### src/rtl/lsu_ctrl.sv
// Load/store controller: one request in flight, single-cycle memory issue.
// Optional LSU_CTRL_STATS_EN adds saturating load/store counters.
module lsu_ctrl #(
  parameter int ADDR_W = 6,
  parameter int DATA_W = 8
) (
  input  logic              clk,
  input  logic              rst,
  input  logic              req_valid,
  output logic              req_ready,
  input  logic [1:0]        req_op,
  input  logic [ADDR_W-1:0] req_addr1,
  input  logic [ADDR_W-1:0] req_addr2,
  input  logic [DATA_W-1:0] req_wdata,
  output logic              rsp_valid,
  input  logic              rsp_ready,
  output logic [DATA_W-1:0] rsp_data1,
  output logic [DATA_W-1:0] rsp_data2,
  output logic              rsp_err,
  output logic              mem_enable,
  output logic              mem_read_writenot,
  output logic [ADDR_W-1:0] mem_read_address1,
  output logic [ADDR_W-1:0] mem_read_address2,
  output logic [ADDR_W-1:0] mem_write_address,
  output logic [DATA_W-1:0] mem_in_data,
  input  logic [DATA_W-1:0] mem_out_data1,
  input  logic [DATA_W-1:0] mem_out_data2
`ifdef LSU_CTRL_STATS_EN
  ,
  output logic [15:0]       ld_count,
  output logic [15:0]       st_count
`endif
);

  localparam logic [1:0] OP_LDP = 2'b01;
  localparam logic [1:0] OP_ST  = 2'b10;
  localparam logic [1:0] OP_RSV = 2'b11;

  typedef enum logic [1:0] {
    IDLE,
    ISSUE,
    CAPT,
    RESP
  } state_e;

  state_e              state_q, state_d;
  logic [1:0]          op_q, op_d;
  logic [ADDR_W-1:0]   addr1_q, addr1_d;
  logic [ADDR_W-1:0]   addr2_q, addr2_d;
  logic [DATA_W-1:0]   wdata_q, wdata_d;
  logic [DATA_W-1:0]   rd1_q, rd1_d;
  logic [DATA_W-1:0]   rd2_q, rd2_d;
  logic                err_q, err_d;
  logic                accept;

  assign accept = req_valid & (state_q == IDLE);

  always_comb begin
    state_d = state_q;
    op_d    = op_q;
    addr1_d = addr1_q;
    addr2_d = addr2_q;
    wdata_d = wdata_q;
    rd1_d   = rd1_q;
    rd2_d   = rd2_q;
    err_d   = err_q;
    unique case (state_q)
      IDLE: begin
        if (req_valid) begin
          op_d    = req_op;
          addr1_d = req_addr1;
          addr2_d = req_addr2;
          wdata_d = req_wdata;
          rd1_d   = '0;
          rd2_d   = '0;
          err_d   = (req_op == OP_RSV);
          state_d = (req_op == OP_RSV) ? RESP : ISSUE;
        end
      end
      ISSUE: begin
        state_d = (op_q == OP_ST) ? RESP : CAPT;
      end
      CAPT: begin
        rd1_d   = mem_out_data1;
        rd2_d   = (op_q == OP_LDP) ? mem_out_data2 : '0;
        state_d = RESP;
      end
      RESP: begin
        if (rsp_ready) state_d = IDLE;
      end
      default: state_d = IDLE;
    endcase
  end

  always_ff @(posedge clk) begin
    if (rst) begin
      state_q <= IDLE;
      op_q    <= '0;
      addr1_q <= '0;
      addr2_q <= '0;
      wdata_q <= '0;
      rd1_q   <= '0;
      rd2_q   <= '0;
      err_q   <= 1'b0;
    end else begin
      state_q <= state_d;
      op_q    <= op_d;
      addr1_q <= addr1_d;
      addr2_q <= addr2_d;
      wdata_q <= wdata_d;
      rd1_q   <= rd1_d;
      rd2_q   <= rd2_d;
      err_q   <= err_d;
    end
  end

  assign req_ready = (state_q == IDLE);
  assign rsp_valid = (state_q == RESP);
  assign rsp_data1 = rd1_q;
  assign rsp_data2 = rd2_q;
  assign rsp_err   = err_q;

  // rst gates the enable so a reset landing in ISSUE never touches memory
  assign mem_enable        = (state_q == ISSUE) & ~rst;
  assign mem_read_writenot = (op_q != OP_ST);
  assign mem_read_address1 = addr1_q;
  assign mem_read_address2 = addr2_q;
  assign mem_write_address = addr1_q;
  assign mem_in_data       = wdata_q;

`ifdef LSU_CTRL_STATS_EN
  logic [15:0] ld_cnt_q;
  logic [15:0] st_cnt_q;

  always_ff @(posedge clk) begin
    if (rst) begin
      ld_cnt_q <= '0;
      st_cnt_q <= '0;
    end else if (accept) begin
      if (!req_op[1] && ld_cnt_q != 16'hFFFF) ld_cnt_q <= ld_cnt_q + 16'd1;
      if (req_op == OP_ST && st_cnt_q != 16'hFFFF) st_cnt_q <= st_cnt_q + 16'd1;
    end
  end

  assign ld_count = ld_cnt_q;
  assign st_count = st_cnt_q;
`endif

endmodule

### config.mk
export PLATFORM = sky130hd
export DESIGN_NAME = lsu_ctrl
export DESIGN_NICKNAME = d
export VERILOG_FILES = /design/src/rtl/lsu_ctrl.sv
export SDC_FILE = /design/constraint.sdc
export NUM_CORES = 1
export LEC_CHECK = 0
export CORE_MARGIN = 1.5
export CORE_UTILIZATION = 42
export DETAILED_ROUTE_END_ITERATION = 8
export GPL_TIMING_DRIVEN = 0
export PLACE_DENSITY = 0.91
export SYNTH_ARGS = -nofsm -noshare
export SYNTH_HDL_FRONTEND = slang
export SYNTH_SLANG_ARGS = --single-unit
### constraint.sdc
create_clock -name clk -period 4.9 [get_ports clk]
set_clock_uncertainty 0.15 [all_clocks]
set_input_delay 0.735 -clock clk [delete_from_list [all_inputs] [get_ports clk]]
set_output_delay 0.735 -clock clk [all_outputs]
set_load 0.005 [all_outputs]
==> impl_summary.txt, run 1 <==
----------------------------------------------------
[Final layout]
  N_diodes ... 0
  Number of fill cells ... 294
  NumNets Final ... 328
  Area delta synth->final ... 61.7%
  Most common cell after layout, fill and taps aside ... clkdlybuf4s50_1
  Fraction of layout instances using a drive strength above 1 ... 0.102
  Most used cells in the layout excluding fill and tap cells ... clkdlybuf4s50_1 (87), nand2_1 (46), dfxtp_1 (41), a21oi_1 (24)

[Clock network]
  Hold_buf cts ... 0
  Root buffer cell ... clkbuf_8
  Setup Buffers After CTS ... 0
  Number of buffers inserted during clock tree synthesis ... 5
  Insertion delay of the later-clocked pin in the worst-skew pair ... 0.28 ns
  CTS tree ... done
  Deepest clock path buffer count ... 2
  Number of levels in the clock H-tree ... 2
  CTS Sinks ... 41
  Clock slew seen by the registers of the worst setup and hold paths ... 0.07 ns
  Number of cells upsized or downsized after cts ... 0

[Drt]
  Number of design-rule violations left by the first detailed-router iteration ... 74
  Total Wirelength ... 4230 microns
  Detail-routed net length per standard cell ... 12.8 microns
  Post-route antenna net violation count ... 0
  Number of vias per cell after detailed routing ... 4.88
  Initial DRT Pass Iterations ... 4
  Overall via count from detail_route ... 1616
  Number of remaining DRC errors ... 0

[Timing]
  Setup repair after global routing missed its margin ... false
  Worst Setup Slack, final ... 2.46 ns
  Fmax ... 0.410 GHz
  Slew of the pin with the lowest slew margin ... 0.504 ns
  Fraction of the cycle the final worst path needs ... 0.498
  Count of final setup violators ... 0
  Relative slew slack ... 0.664
  Post-Route Setup TNS ... 0 ns
  Final Critical Period ... 2.44 ns
  Final count of pins violating max slew ... 0
  Final-report hold violation count ... 0

[Logic synthesis]
  Sequential share of the synthesized area ... 0.483
  Synth top area cells ... dfxtp_1 (48%), nand2_1 (10%), a32oi_1 (7.7%)
  Avg Synthesized Cell Area ... 9.03 sq um
  Post-synth EDFFs ... 0
  Post-synthesis net count ... 234
  Netlist Area Pre-Place ... 1700 sq um
  Main flop type after synthesis ... dfxtp_1
  Number of library cell types mapped by synthesis ... 28
  Area fraction of the dominant cell type after synthesis ... 0.483
  Syn. warnings ... 0
  Synth Register Bits ... 41
  Post-synth top area cell ... dfxtp_1
  Gate Count Post-Synth ... 188
  Share of flip-flops with an asynchronous set or reset ... 0

[Pwr]
  Power density of the placed cells ... 394 nW/um^2
  Net switching share of the total power ... 0.289
  Power Internal ... 0.000769 W
  Maximum vdd drop ... 0.248 mV
  Portion of total power attributed to the clock network ... 0.254
  Power share of the combinational group ... 0.374
  P_leak ... 1.02 nW
  Part of the power in registers ... 0.372
  Sw power ... 0.000313 W

[Setup path]
  Launching instance or port of the critical path ... state_q[1]$_SDFFE_PP0P_
  Worst Reg-to-Reg Cells ... 7
  Kind of end point of the critical path ... primary output
  Crit-path leading delay family ... buffers and inverters
  Reg-to-reg endpoint ... mem_read_address2[4]$_SDFFE_PP0P_
  Launching point of the worst reg2reg path ... state_q[0]$_SDFFE_PP0P_
  Required time worst endpoint ... 4.01 ns
  Cell-by-cell trace of the critical path ... inv_1, ha_1, nor2b_1, clkdlybuf4s50_1
  Register-to-register setup slack ... 3.16 ns
  Critical Path Source Type ... flip-flop
  Critical path class ... flip-flop to primary output
  Library cell contributing the largest single delay on the critical path ... clkdlybuf4s50_1
  CP max stage delay ... 0.45 ns
  Largest fanout on the critical path ... 5
  Critical path data arrival time ... 1.55 ns
  Critical path depth ... 4
  Crit path buf inv count ... 2

[Die]
  Die Span X ... 66.6 microns
  Core area ... 3770 sq um
  Number of top-level pins ... 89
  Std cell rows ... 22
  Starting Density ... 0.450
  Die H ... 66.6 microns
  Die Area ... 4430 sq um

[Placement]
  Routability Congestion ... 0.724
  IO Port Bufs ... 87
  Place WS ... 2.46 ns
  Final HPWL from detailed placement ... 3130 microns

[Global routing]
  Total track usage ... 0.203
  Number of antenna violations at the first check in global routing ... 0
  First-pass GRT wire length ... 6870 microns
  Maximum number of pins on one net before global-route repair ... 13
  Total global routing overflow ... 0
  Vias in the first global route ... 1575

[Run status]
  Outcome ... finished clean

[Min path]
  Critical hold path startpoint ... mem_in_data[1]$_SDFFE_PP0P_
  Hold-critical path endpoint ... mem_in_data[1]$_SDFFE_PP0P_
  Hold Path Class ... flip-flop to flip-flop
  Count of cells along the worst hold path ... 2

[Job]
  # Max-Cap Violations ... 0

----------------------------------------------------
-- layout make-up --
class	instances	area, sq um	share of cell area
Inverter	2	7.51	0.00273
Sequential cell	41	821	0.299
Clock inverter	1	30.0	0.0109
Buffer	22	183	0.0665
Clock buffer	7	86.3	0.0314
Timing Repair Buffer	87	871	0.317
Tap cell	48	60.1	0.0219
Multi-Input combinational cell	123	687	0.250
-- Yosys cell counts (2+ instances only) --
master and instances:
buf_2 2, nand2_1 46, buf_4 7, a21oi_1 24, nor2b_1 3, clkbuf_1 5, a32oi_1 15, inv_1 2
ha_1 4, nand2b_1 3, dfxtp_1 41, buf_6 6, nor2_1 15
-- how the worst max path moves through the flow --
stage,slack (ns),end
after floorplan,3.02,mem_enable
after detailed placement,2.46,mem_enable
after global placement,2.47,mem_enable
after CTS,2.44,mem_enable
after global routing,2.35,mem_enable
final,2.46,mem_enable
-- per-layer routing --
layer	GRT usage	part of all wire	vias up
met5	0	0	-
met1	0.236	0.43	737
li1	-	-	819
met2	0.356	0.49	55
met4	0.0612	0.012	0
met3	0.0608	0.070	5
-- state kept, by name (all words and copies together) (netlist names) --
signal and cells:
mem_in_data 8, rsp_data1 8, rsp_data2 8, mem_read_address1 6, mem_read_address2 6, op_q 2, state_q 2, rsp_err 1
-- worst reg2reg max path, cell delays in order (launching register included) --
cell and delay [ns]:
dfxtp_1 0.39, inv_1 0.10, ha_1 0.23, buf_6 0.15, nand2_1 0.16, buf_2 0.25, nand2_1 0.07, a21oi_1 0.16
-- through the flow --
| stage | cells | hold slack (ns) | utilization | instance area [sq um] | total power [W] |
|---|---|---|---|---|---|
| after CTS | 331 | 0.306 | 0.728 | 2750 | 0.00109 |
| after floorplan | 188 | 0.298 | - | 1700 | 0.000639 |
| after global routing | 331 | 0.321 | 0.728 | 2750 | 0.00115 |
| after global placement | 323 | 0.292 | 0.697 | 2630 | 0.000805 |
| final | 331 | 0.303 | 0.728 | 2750 | 0.00108 |
| after detailed placement | 323 | 0.296 | 0.697 | 2630 | 0.000812 |
-- power by group through the flow --
stage / logic (W) / registers (W) / clock network (W)
2_1_floorplan: 0.000230 / 0.000409 / 0
3_3_place_gp: 0.000397 / 0.000408 / 0
3_5_place_dp: 0.000404 / 0.000409 / 0
4_1_cts: 0.000406 / 0.000403 / 0.000280
5_1_grt: 0.000445 / 0.000408 / 0.000294
6_report: 0.000404 / 0.000402 / 0.000275
-- cells by family (layout without fill, tap and decap cells) --
logic type	count (synthesis)	in the layout	share of synthesized area
compound gates	45	45	0.178
fa+ha+maj	4	4	0.0295
mux	1	1	0.0133
buf+inv	24	119	0.112
simple gates	73	73	0.183
flops	41	41	0.483
(Power assumes the default switching activity.)
==> inputs of run 2 (changes only) <==
--- a/config.mk
+++ b/config.mk
@@ -6,10 +6,10 @@
 export NUM_CORES = 1
 export LEC_CHECK = 0
 export CORE_MARGIN = 1.5
-export CORE_UTILIZATION = 42
+export CORE_UTILIZATION = 39
 export DETAILED_ROUTE_END_ITERATION = 8
 export GPL_TIMING_DRIVEN = 0
-export PLACE_DENSITY = 0.91
+export PLACE_DENSITY = 0.85
 export SYNTH_ARGS = -nofsm -noshare
 export SYNTH_HDL_FRONTEND = slang
 export SYNTH_SLANG_ARGS = --single-unit
==> constraint.sdc (replaced) <==
create_clock -name clk -period 2.35 [get_ports clk]
set_clock_uncertainty 0.15 [all_clocks]
set_input_delay 0.3525 -clock clk [delete_from_list [all_inputs] [get_ports clk]]
set_output_delay 0.3525 -clock clk [all_outputs]
set_load 0.005 [all_outputs]
==> run 2 against run 1 <==
Against the previous run:
- die area grew 7.3%
- non-clock buffer count is the same
- register-to-register slack lost 2.6 ns
- power rose by 98%
- via count grew 1.2%
- clock-buffer cell count shrank 2
- critical path type unchanged
- largest cell class unchanged
- largest power group unchanged
==> impl_summary.txt, run 2 (same netlist as run 1, synthesis figures left out) <==
----------------------------------------------------
[Final layout]
  Most used cells in the layout excluding fill and tap cells ... clkdlybuf4s50_1 (87), nand2_1 (46), dfxtp_1 (41), a21oi_1 (24)
  NumNets Final ... 328
  Finished Core Util ... 0.665
  Area delta synth->final ... 60.1%
  Total area of multi-input combinational cells ... 687 sq um
  Most common cell after layout, fill and taps aside ... clkdlybuf4s50_1
  Fraction of layout instances using a drive strength above 1 ... 0.106
  N_diodes ... 0
  Number of fill cells ... 341
  Area of all sequential standard cells ... 821 sq um

[Drt]
  Initial DRT Pass Iterations ... 4
  Number of remaining DRC errors ... 0
  Detail-routed net length per standard cell ... 13.5 microns
  Total Wirelength ... 4510 microns
  Post-route antenna net violation count ... 0
  Number of vias per cell after detailed routing ... 4.91
  Overall via count from detail_route ... 1635
  Number of design-rule violations left by the first detailed-router iteration ... 39

[Die]
  Starting Density ... 0.415
  Core area ... 4090 sq um
  Die Area ... 4760 sq um
  Std cell rows ... 23
  Die Span X ... 69.0 microns
  Die H ... 69.0 microns
  Number of top-level pins ... 89

[Setup path]
  Critical path class ... flip-flop to primary output
  Critical Path Source Type ... flip-flop
  Crit path buf inv count ... 2
  Required time worst endpoint ... 1.85 ns
  Register-to-register setup slack ... 0.59 ns
  Critical path data arrival time ... 1.57 ns
  Cell-by-cell trace of the critical path ... inv_1, ha_1, nor2b_1, clkdlybuf4s50_1
  Kind of end point of the critical path ... primary output
  Largest fanout on the critical path ... 5
  Crit-path leading delay family ... buffers and inverters
  Library cell contributing the largest single delay on the critical path ... clkdlybuf4s50_1
  CP max stage delay ... 0.45 ns

[Pwr]
  Net switching share of the total power ... 0.316
  Part of the power in registers ... 0.393
  Power share of the combinational group ... 0.400
  Maximum vdd drop ... 0.463 mV
  Power density of the placed cells ... 786 nW/um^2
  Portion of total power attributed to the clock network ... 0.207
  P_leak ... 1.01 nW
  Sw power ... 0.000675 W
  Power Internal ... 0.00146 W

[Timing]
  Slew of the pin with the lowest slew margin ... 0.536 ns
  Post-Route Setup TNS ... 0 ns
  Final count of pins violating max slew ... 0
  Fraction of the cycle the final worst path needs ... 0.882
  Fmax ... 0.482 GHz
  Count of final setup violators ... 0
  Final worst hold slack ... 0.277 ns
  Final-report hold violation count ... 0
  Worst Setup Slack, final ... 0.276 ns
  Final Critical Period ... 2.07 ns
  Relative slew slack ... 0.643
  Setup repair after global routing missed its margin ... false

[Global routing]
  Maximum number of pins on one net before global-route repair ... 14
  First-pass GRT wire length ... 6720 microns
  Total track usage ... 0.192
  Number of antenna violations at the first check in global routing ... 0
  Total global routing overflow ... 0
  Vias in the first global route ... 1468

[Clock network]
  Clock slew seen by the registers of the worst setup and hold paths ... 0.08 ns
  Number of cells upsized or downsized after cts ... 0
  Number of levels in the clock H-tree ... 2
  CTS Sinks ... 41
  Deepest clock path buffer count ... 2
  Hold_buf cts ... 0
  Number of buffers inserted during clock tree synthesis ... 5
  Setup Buffers After CTS ... 0
  Root buffer cell ... clkbuf_8
  CTS tree ... done
  Insertion delay of the later-clocked pin in the worst-skew pair ... 0.29 ns

[Placement]
  Routability Congestion ... 0.710
  Place WS ... 0.486 ns
  IO Port Bufs ... 87
  Final HPWL from detailed placement ... 3280 microns

[Run status]
  Outcome ... finished clean

[Job]
  # Max-Cap Violations ... 0

[Min path]
  Hold Path Class ... primary input to flip-flop

----------------------------------------------------
[run 2: cell types whose count changed in the layout (fill, tap and decap cells not counted), sizes merged]
cell	change
bufinv	-1
clkbuf	-2
clkinvlp	+1
clkinv	+2
[run 2: cell type report]
| class | instances | area share |
|---|---|---|
| Clock inverter | 3 | 0.00645 |
| Clock buffer | 5 | 0.0253 |
| Buffer | 22 | 0.0672 |
| Sequential cell | 41 | 0.302 |
| Multi-Input combinational cell | 123 | 0.253 |
| Tap cell | 50 | 0.0230 |
| Inverter | 2 | 0.00276 |
| Timing Repair Buffer | 87 | 0.320 |
[run 2: final timing paths]
path / startpoint / endpoint / cells after the start
worst max register to register: state_q[0]$_SDFFE_PP0P_ / rsp_data2[6]$_SDFFE_PP0P_ / 7
worst max-delay path: state_q[1]$_SDFFE_PP0P_ / mem_enable / 4
worst min-delay path: rst / state_q[1]$_SDFFE_PP0P_ / 2
worst min register to register: mem_in_data[1]$_SDFFE_PP0P_ / mem_in_data[1]$_SDFFE_PP0P_ / 2
[run 2: worst register-to-register path: stages (launching register included)]
cell and delay (ns):
dfxtp_1 0.39, inv_1 0.11, ha_1 0.25, clkbuf_8 0.18
mux2i_4 0.26, buf_6 0.19, nand2_2 0.06, a21oi_2 0.10
[run 2: power groups by stage]
stage / Sequential (W) / Clock, W / Combinational, W
detailed placement: 0.000856 / 0 / 0.000854
CTS: 0.000841 / 0.000457 / 0.000857
global route: 0.000853 / 0.000484 / 0.000934
finish: 0.000840 / 0.000443 / 0.000854
global placement: 0.000850 / 0 / 0.000835
floorplan: 0.000853 / 0 / 0.000480
[run 2: through the flow]
step	total power, W	std cells	area (sq um)
global placement	0.00168	325	2630
global route	0.00227	333	2720
detailed placement	0.00171	325	2630
floorplan	0.00133	188	1700
CTS	0.00215	333	2720
finish	0.00214	333	2720
[run 2: metal layers]
metal / track usage / wire [microns] / up-vias / part of all wire
met3: 0.0584 / 285 / 4 / 0.063
met4: 0.0588 / 36 / 0 / 0.0080
met2: 0.329 / 2160 / 51 / 0.48
met5: 0 / 0 / - / 0
li1: - / - / 822 / -
met1: 0.231 / 2020 / 758 / 0.45
==> inputs of run 3 (changes only) <==
--- a/config.mk
+++ b/config.mk
@@ -5,9 +5,9 @@
 export SDC_FILE = /design/constraint.sdc
 export NUM_CORES = 1
 export LEC_CHECK = 0
-export CORE_MARGIN = 1.5
 export CORE_UTILIZATION = 39
 export DETAILED_ROUTE_END_ITERATION = 8
+export GPL_ROUTABILITY_DRIVEN = 0
 export GPL_TIMING_DRIVEN = 0
 export PLACE_DENSITY = 0.85
 export SYNTH_ARGS = -nofsm -noshare
==> run 3 against run 2 <==
Against the previous run:
- via count shrank 0.12%
- clock power grew 28%
- largest power group unchanged
- final cell count is the same
==> impl_summary.txt, run 3 (same netlist as run 1, synthesis figures left out) <==
----------------------------------------------------
[Drt]
  Overall via count from detail_route ... 1633
  Number of vias per cell after detailed routing ... 4.90
  Detail-routed net length per standard cell ... 13.1 microns
  Number of remaining DRC errors ... 0
  Total Wirelength ... 4370 microns
  Initial DRT Pass Iterations ... 4
  Number of design-rule violations left by the first detailed-router iteration ... 60
  Post-route antenna net violation count ... 0

[Pwr]
  Portion of total power attributed to the clock network ... 0.251
  Sw power ... 0.000675 W
  Power share of the combinational group ... 0.377
  Total power ... 0.00225 W
  Power Internal ... 0.00158 W
  Part of the power in registers ... 0.372
  Net switching share of the total power ... 0.300
  Maximum vdd drop ... 0.437 mV
  P_leak ... 1.02 nW
  Power density of the placed cells ... 821 nW/um^2

[Setup path]
  Launching point of the worst reg2reg path ... state_q[0]$_SDFFE_PP0P_
  Worst Reg-to-Reg Cells ... 7
  Largest fanout on the critical path ... 5
  Reg-to-reg endpoint ... rsp_data1[0]$_SDFFE_PP0P_
  Critical Path Source Type ... flip-flop
  Required time worst endpoint ... 1.85 ns
  Critical path class ... flip-flop to primary output
  Kind of end point of the critical path ... primary output
  Critical path data arrival time ... 1.56 ns
  Register-to-register setup slack ... 0.60 ns

[Final layout]
  Fraction of layout instances using a drive strength above 1 ... 0.106
  Total area of multi-input combinational cells ... 687 sq um
  N_diodes ... 0
  Area of all sequential standard cells ... 821 sq um
  Number of fill cells ... 357
  Area delta synth->final ... 61.6%
  Most used cells in the layout excluding fill and tap cells ... clkdlybuf4s50_1 (87), nand2_1 (46), dfxtp_1 (41), a21oi_1 (24)
  NumNets Final ... 328
  Most common cell after layout, fill and taps aside ... clkdlybuf4s50_1

[Timing]
  Relative slew slack ... 0.688
  Final-report hold violation count ... 0
  Fmax ... 0.485 GHz
  Setup repair after global routing missed its margin ... false
  Final count of pins violating max slew ... 0
  Slew of the pin with the lowest slew margin ... 0.469 ns
  Final Critical Period ... 2.06 ns
  Fraction of the cycle the final worst path needs ... 0.878
  Count of final setup violators ... 0
  Post-Route Setup TNS ... 0 ns

[Die]
  Std cell rows ... 23
  Die H ... 68.0 microns
  Die Span X ... 68.0 microns
  Core area ... 4090 sq um
  Number of top-level pins ... 89
  Starting Density ... 0.415
  Die Area ... 4620 sq um

[Clock network]
  Number of levels in the clock H-tree ... 2
  Insertion delay of the later-clocked pin in the worst-skew pair ... 0.29 ns
  Hold_buf cts ... 0
  Number of buffers inserted during clock tree synthesis ... 5
  Deepest clock path buffer count ... 2
  CTS tree ... done
  Root buffer cell ... clkbuf_8
  Setup Buffers After CTS ... 0
  CTS Sinks ... 41
  Number of cells upsized or downsized after cts ... 0
  Clock slew seen by the registers of the worst setup and hold paths ... 0.07 ns

[Placement]
  Final HPWL from detailed placement ... 3290 microns
  IO Port Bufs ... 87

[Run status]
  Outcome ... finished clean

[Min path]
  Hold Path Class ... primary input to flip-flop
  Critical hold path startpoint ... rst
  Count of cells along the worst hold path ... 2
  Hold-critical path endpoint ... state_q[1]$_SDFFE_PP0P_

[Global routing]
  Maximum number of pins on one net before global-route repair ... 15
  Total global routing overflow ... 0
  Total track usage ... 0.205
  Vias in the first global route ... 1491
  Number of antenna violations at the first check in global routing ... 0
  First-pass GRT wire length ... 6930 microns

[Job]
  # Max-Cap Violations ... 0

----------------------------------------------------
[run 3: cell types whose count changed in the layout (fill, tap and decap cells not counted)]
| cell | delta |
|---|---|
| clkinvlp_4 | -1 |
| inv_6 | +1 |
| clkinv_2 | -1 |
| bufinv_16 | +1 |
[run 3: routing by layer]
| metal | up-vias | share of wire | wire [microns] | track usage |
|---|---|---|---|---|
| met2 | 49 | 0.49 | 2150 | 0.339 |
| met5 | - | 0 | 0 | 0 |
| met3 | 4 | 0.059 | 258 | 0.0600 |
| met1 | 760 | 0.44 | 1900 | 0.248 |
| li1 | 820 | - | - | - |
| met4 | 0 | 0.015 | 65 | 0.0781 |
[run 3: area by class of cell]
type	count	share of cell area
buffer	22	0.0666
clock buffer	5	0.0251
clock inverter	3	0.0160
inverter	2	0.00274
multi-input combinational	123	0.250
sequential	41	0.299
tap	50	0.0228
timing repair buffer	87	0.317
[run 3: worst max-delay path by stage]
stage / startpoint / to / slack, ns / cells past startpoint
2_1_floorplan: state_q[0]$_SDFFE_PP0P_ / rsp_data1[0]$_SDFFE_PP0P_ / 0.77 / 7
3_3_place_gp: req_valid / rsp_data2[7]$_SDFFE_PP0P_ / 0.53 / 6
3_5_place_dp: req_valid / rsp_data2[5]$_SDFFE_PP0P_ / 0.49 / 6
4_1_cts: state_q[1]$_SDFFE_PP0P_ / mem_enable / 0.27 / 4
5_1_grt: state_q[1]$_SDFFE_PP0P_ / mem_enable / 0.19 / 4
6_report: state_q[1]$_SDFFE_PP0P_ / mem_enable / 0.29 / 4
[run 3: critical path, cell delays in order (launching register included)]
cell	delay [ns]
dfxtp_1	0.40
inv_1	0.08
ha_1	0.20
nor2b_1	0.13
clkdlybuf4s50_1	0.46
[run 3: metrics by stage]
stage	area, sq um	hold slack, ns	utilization	cells	worst slack [ns]
after floorplan	1700	0.298	-	188	0.770
after global placement	2630	0.291	0.644	325	0.533
after detailed placement	2630	0.297	0.644	325	0.488
after CTS	2740	0.249	0.671	333	0.267
after global routing	2740	0.271	0.671	333	0.186
final	2740	0.252	0.671	333	0.287
[run 3: power groups by stage]
stage / logic (W) / registers, W / clock network [W]
after floorplan: 0.000480 / 0.000853 / 0
final: 0.000848 / 0.000838 / 0.000565
after global placement: 0.000835 / 0.000851 / 0
after detailed placement: 0.000856 / 0.000854 / 0
after CTS: 0.000859 / 0.000839 / 0.000579
after global routing: 0.000942 / 0.000849 / 0.000609
==> RTL change 1, RTL diff (settings of run 3) <==
`addr1_q`, `addr2_q`, `wdata_q`, `rd1_q` and `rd2_q` no longer have a reset.
--- a/src/rtl/lsu_ctrl.sv
+++ b/src/rtl/lsu_ctrl.sv
@@ -96,22 +96,20 @@
     if (rst) begin
       state_q <= IDLE;
       op_q    <= '0;
-      addr1_q <= '0;
-      addr2_q <= '0;
-      wdata_q <= '0;
-      rd1_q   <= '0;
-      rd2_q   <= '0;
       err_q   <= 1'b0;
     end else begin
       state_q <= state_d;
       op_q    <= op_d;
-      addr1_q <= addr1_d;
-      addr2_q <= addr2_d;
-      wdata_q <= wdata_d;
-      rd1_q   <= rd1_d;
-      rd2_q   <= rd2_d;
       err_q   <= err_d;
     end
+  end
+
+  always_ff @(posedge clk) begin
+    addr1_q <= addr1_d;
+    addr2_q <= addr2_d;
+    wdata_q <= wdata_d;
+    rd1_q   <= rd1_d;
+    rd2_q   <= rd2_d;
   end
 
   assign req_ready = (state_q == IDLE);
Function: changed (a bounded check fails within 4 cycles, from zero or initial values and one cycle with rst high).
==> RTL change 1 against run 3 <==
Synthesized cell count is 48% lower. Area after synthesis is 8.0% lower. Wire length is 25% lower. Maximum frequency is 0.35% higher. Sequential cell count stayed put. Setup slack better by 7.2 ps. Total power is 2.8% higher. Global-route usage is 5.1 points lower. Critical path depth stayed put. Via count is 32% lower. Design area is 4.8% lower. Cell count is 27% lower. Largest cell class is now registers. Largest power group is now registers.
==> RTL change 1: results (changes against run 3) <==
- Deepest level of the CTS H-tree: 2 (unchanged)
- Fin cells: 242 (was 333)
- Initial antenna violation count: 0 (unchanged)
- Ys Warns: 0 (unchanged)
- Met3 GRT Util: 0.0486 (was 0.0600)
- Cts bufs inserted: 5 (unchanged)
- EDFF count, synth: 36 (was 0)
- Syn nets: 144 (was 234)
- DRT Pass-1 Iters: 4 (unchanged)
- Commonest cells post-synth: 36 x edfxtp_1, 16 x and2_1, 6 x buf_4 (was 46 x nand2_1, 41 x dfxtp_1, 24 x a21oi_1)
- Run status: completed (unchanged)
- Slew @ Worst Pin: 793 ps (was 469 ps)
- Largest net degree at the start of global routing: 21 (was 15)
- Post-synthesis cell type count: 22 (was 28)
- Switch share: 0.239 (was 0.300)
- Worst endpoint data arrival time: 1820 ps (was 1560 ps)
- Wire length on met3: 303 um (was 258 um)
- Met2 usage in global routing: 0.281 (was 0.339)
- Static leakage: 0.962 nW (was 1.02 nW)
- Combinational share of power: 0.309 (was 0.377)
- Avg Cell Area, Syn: 15.9 um^2 (was 9.03 um^2)
- Fraction of layout cells with a size suffix above 1: 0.0876 (was 0.106)
- M1 GR Usage: 0.172 (was 0.248)
- Crit-path slowest cell: o21ai_2 (was clkdlybuf4s50_1)
- WHS Path Cells: 2 (unchanged)
- Setup bufs post-CTS: 0 (unchanged)
- CP peak stage delay: 640 ps (was 460 ps)
- CTS clk-pin slew, worst paths: 70 ps (about the same)
- Fraction of registers with async set/reset: 0 (unchanged)
- VDD IR max: 447 uV (was 437 uV)
- Met2 wire length: 1660 um (was 2150 um)
- Hold Crit Class: reg -> reg (was in -> reg)
- Fillers: 256 (was 357)
- First-pass GRT wire length: 4840 um (was 6930 um)
- Initial drt markers: 30 (was 60)
- Maximum buffer depth of the clock tree: 2 (unchanged)
- CTS root buffer: clkbuf_8 (unchanged)
- Wl on met1: 1300 um (was 1900 um)
- DP Cell Count: 234 (was 325)
- Buffers on Ports: 88 (was 87)
- Post_cts resized: 1 (was 0)
- Sequential fraction of the synthesis area: 0.756 (was 0.483)
- Ant diodes: 0 (unchanged)
- Drt via density: 4.58 (was 4.90)
- CP Max Fanout: 16 (was 5)
- Top area cells in the synthesized netlist: edfxtp_1 69%, and2_1 6.4%, dfxtp_1 6.4% (was dfxtp_1 48%, nand2_1 10%, a32oi_1 7.7%)
- Kind of cell adding the most delay to the critical path: compound AO/OA/AOI/OAI gates (was buffers and inverters)
- Top Metal Used: met4 (unchanged)
- Total wire length: 3280 um (was 4370 um)
- Worst hold slack: 335 ps (was 252 ps)
- Detailed Place HPWL: 2660 um (was 3290 um)
- R2r worst-path depth: 4 (was 7)
- Flop2flop setup slack: 290 ps (was 600 ps)
- Sequential cell power: 1.07 mW (was 0.838 mW)
- Clk_lat worst skew: 280 ps
- Gr usage total: 0.154 (was 0.205)
==> RTL change 1: cell types whose count changed in the layout (fill, tap and decap cells not counted), sizes merged, moves of 14 or more <==
| cell | delta |
|---|---|
| and2 | +15 |
| edfxtp | +36 |
| nor2 | -14 |
| a32oi | -15 |
| nand2 | -42 |
| dfxtp | -36 |
| a21oi | -20 |
==> RTL change 1: cell families (layout without fill, tap and decap cells) <==
family	Yosys count	count (layout)	share of synthesized area
adder cells (fa/ha/maj)	4	4	0.0321
buffers and inverters	11	107	0.0457
AND/OR/NAND/NOR	33	33	0.125
flip-flops	41	41	0.756
multiplexers	1	1	0.00961
AO/OA/AOI/OAI	8	8	0.0313
==> RTL change 1: stage by stage <==
step                      worst slack [ps]  total power, mW  instance area, um^2   util  TNS [ps]
final                                  294             2.31                 2610  0.698         0
after detailed placement              -133             1.81                 2500  0.668     -2130
after global placement               -45.2             1.78                 2500  0.668      -720
after CTS                              270             2.34                 2610  0.698         0
after floorplan                        215             1.34                 1560      -         0
after global routing                   181             2.42                 2610  0.698         0
==> RTL change 1: path summary, 6_finish.rpt <==
path | from | to
max | state_q[0] | rsp_data1[1]
min | rsp_err | rsp_err
max reg2reg | state_q[0] | rsp_data1[1]
min reg2reg | rsp_err | rsp_err
==> RTL change 1: cell type report <==
| class | count | area [um^2] | area share |
|---|---|---|---|
| clock buffers | 6 | 72.6 | 0.0278 |
| well taps | 48 | 60.1 | 0.0230 |
| repair buffers | 88 | 881 | 0.337 |
| flip-flops and latches | 41 | 1180 | 0.452 |
| plain buffers | 7 | 56.3 | 0.0216 |
| clock inverters | 2 | 33.8 | 0.0129 |
| multi-input cells | 46 | 313 | 0.120 |
| inverters | 4 | 15.0 | 0.00575 |
==> RTL change 2, RTL diff (flow settings as in run 3) <==
Without the edit above. Set the parameter `DATA_W` to 12 (it was 8).
--- a/src/rtl/lsu_ctrl.sv
+++ b/src/rtl/lsu_ctrl.sv
@@ -2,7 +2,7 @@
 // Optional LSU_CTRL_STATS_EN adds saturating load/store counters.
 module lsu_ctrl #(
   parameter int ADDR_W = 6,
-  parameter int DATA_W = 8
+  parameter int DATA_W = 12
 ) (
   input  logic              clk,
   input  logic              rst,
Interface: changed (6 resized); port bits go from 89 to 113. The function was not compared with the original's and may differ.
==> RTL change 2 against run 3 <==
Wire length increased by 34%. Via count increased by 29%. Area after synthesis increased by 33%. Combinational power increased by 31%. Clock power decreased by 11%. Critical path type unchanged. Largest power group unchanged. Largest cell class unchanged. Hold slack got worse by 61 ps. Critical path depth unchanged. Design area increased by 29%. Sequential cell count increased by 12. Count of clock-buffer cells in the layout unchanged. Setup slack got worse by 48 ps. Total power increased by 19%.
==> RTL change 2: results (changes against run 3) <==
- First-pass GRT wire length: 9580 um (was 6930 um)
- CTS root buffer: clkbuf_8 (unchanged)
- Fraction of registers with async set/reset: 0 (unchanged)
- Buffers on Ports: 111 (was 87)
- R2R Path End: rsp_data2[2] (was rsp_data1[0])
- Crit-path slowest cell: clkdlybuf4s50_1 (unchanged)
- Wire per inst: 13.8 um (was 13.1 um)
- Clock distribution power: 0.505 mW (was 0.565 mW)
- Total wire length: 5870 um (was 4370 um)
- Static leakage: 1.26 nW (was 1.02 nW)
- Flop2flop setup slack: 550 ps (was 600 ps)
- Sequential fraction of the synthesis area: 0.469 (was 0.483)
- WHS Path Cells: 2 (unchanged)
- Tcrit/Tclk final: 0.898 (was 0.878)
- Top Metal Used: met4 (unchanged)
- Clock share of power: 0.188 (was 0.251)
- Compound-Gate Fraction of Synth Area: 0.204 (was 0.178)
- CTS clk-pin slew, worst paths: 100 ps (was 70 ps)
- Commonest cells post-synth: 53 x dfxtp_1, 33 x nand2_1, 24 x nand2_2 (was 46 x nand2_1, 41 x dfxtp_1, 24 x a21oi_1)
- Worst hold slack: 191 ps (was 252 ps)
- Setup WS pre-CTS: 400 ps (was 488 ps)
- Final nets: 409 (was 328)
- Wire length on met3: 637 um (was 258 um)
- VDD IR max: 448 uV (was 437 uV)
- Clk_lat worst skew: 300 ps
- Sw Pwr: 0.878 mW (was 0.675 mW)
- Wl on met1: 2510 um (was 1900 um)
- DP Area: 0.00346 mm^2 (was 0.00263 mm^2)
- DP Cell Count: 416 (was 325)
- Adder-cell area share of the yosys netlist: 0.0221 (was 0.0295)
- Largest net degree at the start of global routing: 17 (was 15)
- Initial drt markers: 61 (was 60)
- Syn nets: 291 (was 234)
- Detailed Place HPWL: 4310 um (was 3290 um)
- R2r worst-path depth: 6 (was 7)
- Post-synthesis mux area share: 0.0149 (was 0.0133)
- Worst endpoint data arrival time: 1610 ps (was 1560 ps)
- Met2 wire length: 2680 um (was 2150 um)
- Post-Syn Instances: 233 (was 188)
- Worst Hold End: mem_in_data[1] (was state_q[1])
- Vias in the first global route: 2126 (was 1491)
- Fraction of layout cells with a size suffix above 1: 0.230 (was 0.106)
- Top area cells in the synthesized netlist: dfxtp_1 47%, a21oi_2 8.9%, a32oi_1 8.1% (was dfxtp_1 48%, nand2_1 10%, a32oi_1 7.7%)
- Gr usage total: 0.198 (was 0.205)
- Via count: 2112 (was 1633)
- Comb. pwr: 1.11 mW (was 0.848 mW)
- Run status: completed (unchanged)
- Slew @ Worst Pin: 704 ps (was 469 ps)
- Post-synthesis cell type count: 29 (was 28)
-- RTL change 2: layer usage --
metal / GRT usage / vias up
met4: 0.0537 / 0
li1: - / 1029
met3: 0.0756 / 6
met1: 0.228 / 981
met5: 0 / -
met2: 0.343 / 96
-- RTL change 2: cell families (layout without fill, tap and decap cells) --
family	after synthesis	in the layout
compound gates	56	56
fa+ha+maj	4	4
buf+inv	26	145
flops	53	53
mux	2	2
simple gates	92	92
-- RTL change 2: area by class of cell --
class | instances | area, um^2
multi-input cells | 154 | 995
well taps | 72 | 90.1
repair buffers | 111 | 1110
clock buffers | 5 | 68.8
inverters | 2 | 7.51
plain buffers | 24 | 198
fillers | 486 | 1990
flip-flops and latches | 53 | 1060
clock inverters | 3 | 17.5
-- RTL change 2: worst max-delay path, delay by kind of cell (launching register included) --
family,cells,cell delay [ps]
adder cells (fa/ha/maj),1,210
buffers and inverters,2,550
AND/OR/NAND/NOR,1,130
flip-flops,1,420
